`src/rtl/pipelined_sat_adder.sv`:
```
// pipelined_sat_adder: group-pipelined carry-lookahead add/sub with signed saturation and valid/ready flow control
module pipelined_sat_adder #(
    parameter int WIDTH = 16,
    parameter int GROUP = 4
) (
    input  logic             clk,
    input  logic             rst,
    input  logic             in_valid,
    output logic             in_ready,
    input  logic [WIDTH-1:0] a,
    input  logic [WIDTH-1:0] b,
    input  logic             sub,
    input  logic             sat_en,
    output logic             out_valid,
    input  logic             out_ready,
    output logic [WIDTH-1:0] result,
    output logic             ovf,
    output logic             carry_out
);
    localparam int NGROUPS = WIDTH / GROUP;
    localparam int L = NGROUPS - 1;
    logic             adv;
    logic [WIDTH-1:0] a_q [NGROUPS];
    logic [WIDTH-1:0] b_q [NGROUPS];
    logic [WIDTH-1:0] s_q [NGROUPS];
    logic             v_q [NGROUPS];
    logic             c_q [NGROUPS];
    logic             sat_q [NGROUPS];
    logic [WIDTH-1:0] a_i [NGROUPS];
    logic [WIDTH-1:0] b_i [NGROUPS];
    logic [WIDTH-1:0] s_i [NGROUPS];
    logic             v_i [NGROUPS];
    logic             c_i [NGROUPS];
    logic             sat_i [NGROUPS];
    // Lookahead over group k of the operands; returns {group carry out, s with group k filled in}.
    function automatic logic [WIDTH:0] step(input logic [WIDTH-1:0] x, y, s, input logic ci, input int k);
        logic [GROUP-1:0] p, g;
        logic [GROUP:0]   c;
        logic [WIDTH-1:0] r;
        p = x[k*GROUP +: GROUP] ^ y[k*GROUP +: GROUP];
        g = x[k*GROUP +: GROUP] & y[k*GROUP +: GROUP];
        c[0] = ci;
        for (int i = 0; i < GROUP; i++) c[i+1] = g[i] | (p[i] & c[i]);
        r = s;
        r[k*GROUP +: GROUP] = p ^ c[GROUP-1:0];
        return {c[GROUP], r};
    endfunction
    assign adv      = !(out_valid && !out_ready);
    assign in_ready = adv;
    always_comb begin
        a_i[0]   = a;
        b_i[0]   = sub ? ~b : b;
        s_i[0]   = '0;
        c_i[0]   = sub;
        v_i[0]   = in_valid;
        sat_i[0] = sat_en;
        for (int k = 1; k < NGROUPS; k++) begin
            a_i[k]   = a_q[k-1];
            b_i[k]   = b_q[k-1];
            s_i[k]   = s_q[k-1];
            c_i[k]   = c_q[k-1];
            v_i[k]   = v_q[k-1];
            sat_i[k] = sat_q[k-1];
        end
    end
    always_ff @(posedge clk) begin
        if (rst) begin
            for (int k = 0; k < NGROUPS; k++) begin
                a_q[k]   <= '0;
                b_q[k]   <= '0;
                s_q[k]   <= '0;
                c_q[k]   <= 1'b0;
                v_q[k]   <= 1'b0;
                sat_q[k] <= 1'b0;
            end
        end else if (adv) begin
            for (int k = 0; k < NGROUPS; k++) begin
                a_q[k]             <= a_i[k];
                b_q[k]             <= b_i[k];
                {c_q[k], s_q[k]}   <= step(a_i[k], b_i[k], s_i[k], c_i[k], k);
                v_q[k]             <= v_i[k];
                sat_q[k]           <= sat_i[k];
            end
        end
    end
    // Overflow only when the operands agree in sign and the raw sum disagrees; clamp toward a's sign.
    assign out_valid = v_q[L];
    assign carry_out = c_q[L];
    assign ovf       = (a_q[L][WIDTH-1] == b_q[L][WIDTH-1]) && (s_q[L][WIDTH-1] != a_q[L][WIDTH-1]);
    assign result    = (sat_q[L] && ovf) ? {a_q[L][WIDTH-1], {(WIDTH-1){!a_q[L][WIDTH-1]}}} : s_q[L];
endmodule

```
`config.mk`:
```
export PLATFORM = sky130hd
export DESIGN_NAME = pipelined_sat_adder
export DESIGN_NICKNAME = d
export VERILOG_FILES = /design/src/rtl/pipelined_sat_adder.sv
export SDC_FILE = /design/constraint.sdc
export NUM_CORES = 1
export LEC_CHECK = 0
export BUFFER_PORTS_ARGS = -buffer_cell sky130_fd_sc_hd__clkbuf_2
export CORE_UTILIZATION = 57
export CTS_CLUSTER_SIZE = 12
export DETAILED_ROUTE_END_ITERATION = 12
export GPL_TIMING_DRIVEN = 0
export PLACE_DENSITY = 0.79
export SETUP_SLACK_MARGIN = 0.1
export SYNTH_ARGS = -nofsm -noshare
export SYNTH_HDL_FRONTEND = slang
export SYNTH_SLANG_ARGS = --single-unit
```
`constraint.sdc`:
```
create_clock -name clk -period 3.7 [get_ports clk]
set_clock_uncertainty 0.15 [all_clocks]
set_input_delay 0.74 -clock clk [delete_from_list [all_inputs] [get_ports clk]]
set_output_delay 0.74 -clock clk [all_outputs]
set_load 0.05 [all_outputs]
```
# Yosys cells after proc, flatten, opt, wreduce, memory -nomap -nowiden

Memory sizes are Yosys's and may differ from the RTL's.
Cells that the tools add are included.

Eq/ne operators: 2
Bitwise gates (word level): 61
Multiplexer cells: 23
Reduce and logical (&&, ||, !) cells: 6

Operators by type and width:

| operator              | number |
|---|---|
| two-way mux 16 bit    | 10 |
| bitwise OR 1 bit      | 32 |
| XOR 4 bit             | 8 |
| AND 1 bit             | 16 |
| AND 4 bit             | 4 |
| NOT 16 bit            | 1 |
| two-way mux 1 bit     | 13 |
| logical AND 1 bit     | 3 |
| zero test 1 bit       | 3 |
| equality test 1 bit   | 1 |
| inequality test 1 bit | 1 |

Flip-flop bits (word level): 44
Memories kept: 4
RAM bits: 136
Output and inout bits: 20
Input bits: 38

Memory list:

| name  | depth | bits a word | rd ports | clocked after memory_dff | write ports | RTL line | source |
|---|---|---|---|---|---|---|---|
| a_q   | 4     | 16          | 4        | 0                        | 4           | 23       | `logic [WIDTH-1:0] a_q [NGROUPS];` |
| b_q   | 4     | 16          | 4        | 0                        | 4           | 24       | `logic [WIDTH-1:0] b_q [NGROUPS];` |
| sat_q | 4     | 1           | 4        | 0                        | 4           | 28       | `logic sat_q [NGROUPS];` |
| v_q   | 4     | 1           | 4        | 0                        | 4           | 26       | `logic v_q [NGROUPS];` |

# Longest topological paths before layout

Depth in word-level cells: 11
Gate-level depth with buffers: 9
Gate-level depth less buffers: 8

# Worst setup path after synthesis

Ideal clock, no wire load.

Path kind: input-to-reg
From: in rst
To: mem a_q[0][10] (enable)
Stages on the path: 2
Arrival time: 2395 ps
Library setup time: 425 ps
Path slack: 730 ps
Cell sequence: buf_2 -> nand2b_1

RTL lines:

| item            | RTL line | source |
|---|---|---|
| start, declared | 7        | `input logic rst,` |
| end, declared   | 23       |  |

==> results.sh <==
export IMPL_path_clk_slew_ns=0.09
export IMPL_fillCellCount=575
export IMPL_post_route_period_util_pct=74.7
export IMPL_setup_viol_count_final=0
export IMPL_critical_path_class="reg2out"
export IMPL_final_common_cell="nand2_1"
export IMPL_rows=31
export IMPL_numCtsBuffers=9
export IMPL_synth_top_family_by_area="simple AND/OR/NAND/NOR gates"
export IMPL_cap_violations=0
export IMPL_powerDensity_nw_per_um2=432
export IMPL_synth_xor_area_share_pct=3.14
export IMPL_rsz0062_at_grt="false"
export IMPL_antenna_found_initial=0
export IMPL_cts_repair_resized=0
export IMPL_place_ws_ns=0.587
export IMPL_detailed_place_hpwl_mm=5.58
export IMPL_port_buffers=56
export IMPL_setup_ws_ns=0.935
export IMPL_final_antenna_net_count=0
export IMPL_io_pins=58
export IMPL_hold_end="s_i[0]$_SDFFE_PP0N_"
export IMPL_dieWidth_um=90.5
export IMPL_cp_data_required_time_ns=2.81
export IMPL_gp_congestion=0.741
export IMPL_critPathMaxFanout=10
export IMPL_critPathLaunch="a_q[3][15]$_SDFFCE_PN0P_"
export IMPL_r2r_end="s_q[15]$_SDFFE_PP0N_"
export IMPL_drtIter0Drc=129
export IMPL_core_area_um2=7410
export IMPL_setup_tns_ns=0
export IMPL_synth_seq_area_share_pct=58.8
export IMPL_ys_warn_count=0
export IMPL_timing_slew_headroom_pct=43.9
export IMPL_final_net_count=543
export IMPL_holdPathStages=2
export IMPL_clk_path_buf_depth=2
export IMPL_area_growth_syn_to_layout_pct=13.9
export IMPL_synth_seq_cells=102
export IMPL_syn_inst=422
export IMPL_clock_fmax_ghz=0.362
export IMPL_htreeDepth=3
export IMPL_syn_area_um2=4460
export IMPL_r2r_start="b_q[2][12]$_SDFFCE_PN0P_"
export IMPL_end_kind="output port"
export IMPL_antenna_cells=0
export IMPL_routedWlPerCell_um=12.5
export IMPL_peakVddDrop_uv=298
export IMPL_viasPerCell=4.88
export IMPL_dieArea_um2=8190
export IMPL_initial_core_util_pct=60.2
export IMPL_grt_overflow_total=0
export IMPL_cp_start_kind="flip-flop"
export IMPL_hold_viol=0
export IMPL_synth_compound_area_share_pct=7.96
export IMPL_status="completed"
export IMPL_drv_slew=0
export IMPL_grt_total_usage_pct=19.6
export IMPL_synth_mux_area_share_pct=0.224
export IMPL_min_delay_start="s_i[0]$_SDFFE_PP0N_"
export IMPL_drc=0
export IMPL_clock_latency_ns=0.36
export IMPL_ff2ff_setup_slack_ns=1.25
export IMPL_hold_class="reg2reg"
export IMPL_yosys_area_share_simple_pct=18.0
export IMPL_synth_cell_type_count=25
export IMPL_synth_avg_cell_area_um2=10.6
export IMPL_fin_crit_ns=2.77
export IMPL_arrival_ns=1.88
export IMPL_p_leak_nw=2.08
export IMPL_drive_gt1_share_pct=19.2
export IMPL_vias=2898
export IMPL_syn_nets=475
export IMPL_cts_sinks=102
export IMPL_grt_max_degree=34
export IMPL_cts_setup_buffers=0
export IMPL_final_cell_mix="66 x nand2_1, 58 x nor2_1, 58 x edfxtp_1"
export IMPL_grt_first_pass_wirelength_mm=12.6
export IMPL_dr_pass1_iters=4
export IMPL_grt_pass1_vias=2783
export IMPL_cts_root_buffer="clkbuf_8"
export IMPL_drt_wl_total_mm=7.43
export IMPL_synth_fa_ha_area_share_pct=6.73
export IMPL_worstMarginPinSlew_ns=0.842
export IMPL_cts_tree="done"
export IMPL_die_y_um=90.5
export IMPL_r2r_cells=8
export IMPL_holdBufCountCts=0
[per-stage QoR]
step,util [%],area [µm²],power (mW),hold slack (ns),cells
detailed placement,66.1,4900,1.57,0.295,578
global route,68.6,5080,2.29,0.320,594
floorplan,-,4460,1.49,0.282,422
global placement,65.7,4870,1.55,0.292,577
CTS,68.6,5080,2.20,0.308,594
finish,68.6,5080,2.20,0.307,594
[logic make-up after synthesis]
kind of cell    Yosys count
simple gates            175
flops                   102
compound gates           62
buf+inv                  51
xor+xnor                 16
fa+ha+maj                15
mux                       1
[worst max-delay path by stage]
stage                          endpoint  slack (ns)
2_1_floorplan  a_q[0][10]$_SDFFCE_PN0P_        0.73
3_3_place_gp    a_q[0][4]$_SDFFCE_PN0P_        0.11
3_5_place_dp       s_i[35]$_SDFFE_PP0N_        0.59
4_1_cts                       result[0]        0.91
5_1_grt                       result[1]        0.78
6_report                      result[4]        0.93
[cell usage after synthesis, drive strengths merged]
master  number  area [µm²]
fa          15         300
a21oi       49         245
xor2         1        8.76
buf         15        97.6
clkbuf      11        41.3
nor3b        1        12.5
xnor2       15         131
and2        44         275
nand2b       3        18.8
nor2        59         229
a211oi      12         105
nand3        1        5.00
mux2i        1        10.0
nand2       66         248
o21ai        1        5.00
nor2b        1        13.8
dfxtp       44         881
edfxtp      58        1740
inv         25        93.8
[report_power, final]
group | leakage, nW | internal [mW] | total (mW) | switching [mW]
clock | 0.103 | 0.282 | 0.659 | 0.376
combinational | 0.936 | 0.0989 | 0.229 | 0.130
sequential | 1.05 | 1.27 | 1.31 | 0.0349
total | 2.08 | 1.66 | 2.20 | 0.541
[state kept, by name, summed over array words and instances, names as in the netlist]
| register | count |
|---|---|
| c_i | 3 |
| v_q | 4 |
| s_i | 24 |
| sat_q | 4 |
| s_q | 16 |
| b_q | 25 |
| carry_out | 1 |
| a_q | 25 |
[routing by layer]
metal | vias to the layer above | part of all wire (%) | GRT usage [%]
li1 | 1500 | - | -
met1 | 1314 | 44 | 24.4
met2 | 72 | 50 | 33.9
met3 | 12 | 3.5 | 3.37
met4 | 0 | 1.9 | 8.06
met5 | - | 0 | 0
[worst max-delay path, stage by stage (launching register included)]
cell and delay, ns:
edfxtp_1 0.47, nor3b_2 0.35, buf_2 0.27, nor2_1 0.06, nor2_1 0.09, clkbuf_2 0.28
[area by class of cell]
| class | instances | area (µm²) | share of cell area, % |
|---|---|---|---|
| repair buffers | 57 | 308 | 6.05 |
| inverters | 25 | 93.8 | 1.85 |
| plain buffers | 26 | 139 | 2.73 |
| multi-input cells | 269 | 1610 | 31.7 |
| clock inverters | 7 | 62.6 | 1.23 |
| well taps | 99 | 124 | 2.44 |
| flip-flops and latches | 102 | 2620 | 51.6 |
| clock buffers | 9 | 124 | 2.44 |
Power figures use the tool's default switching activity.
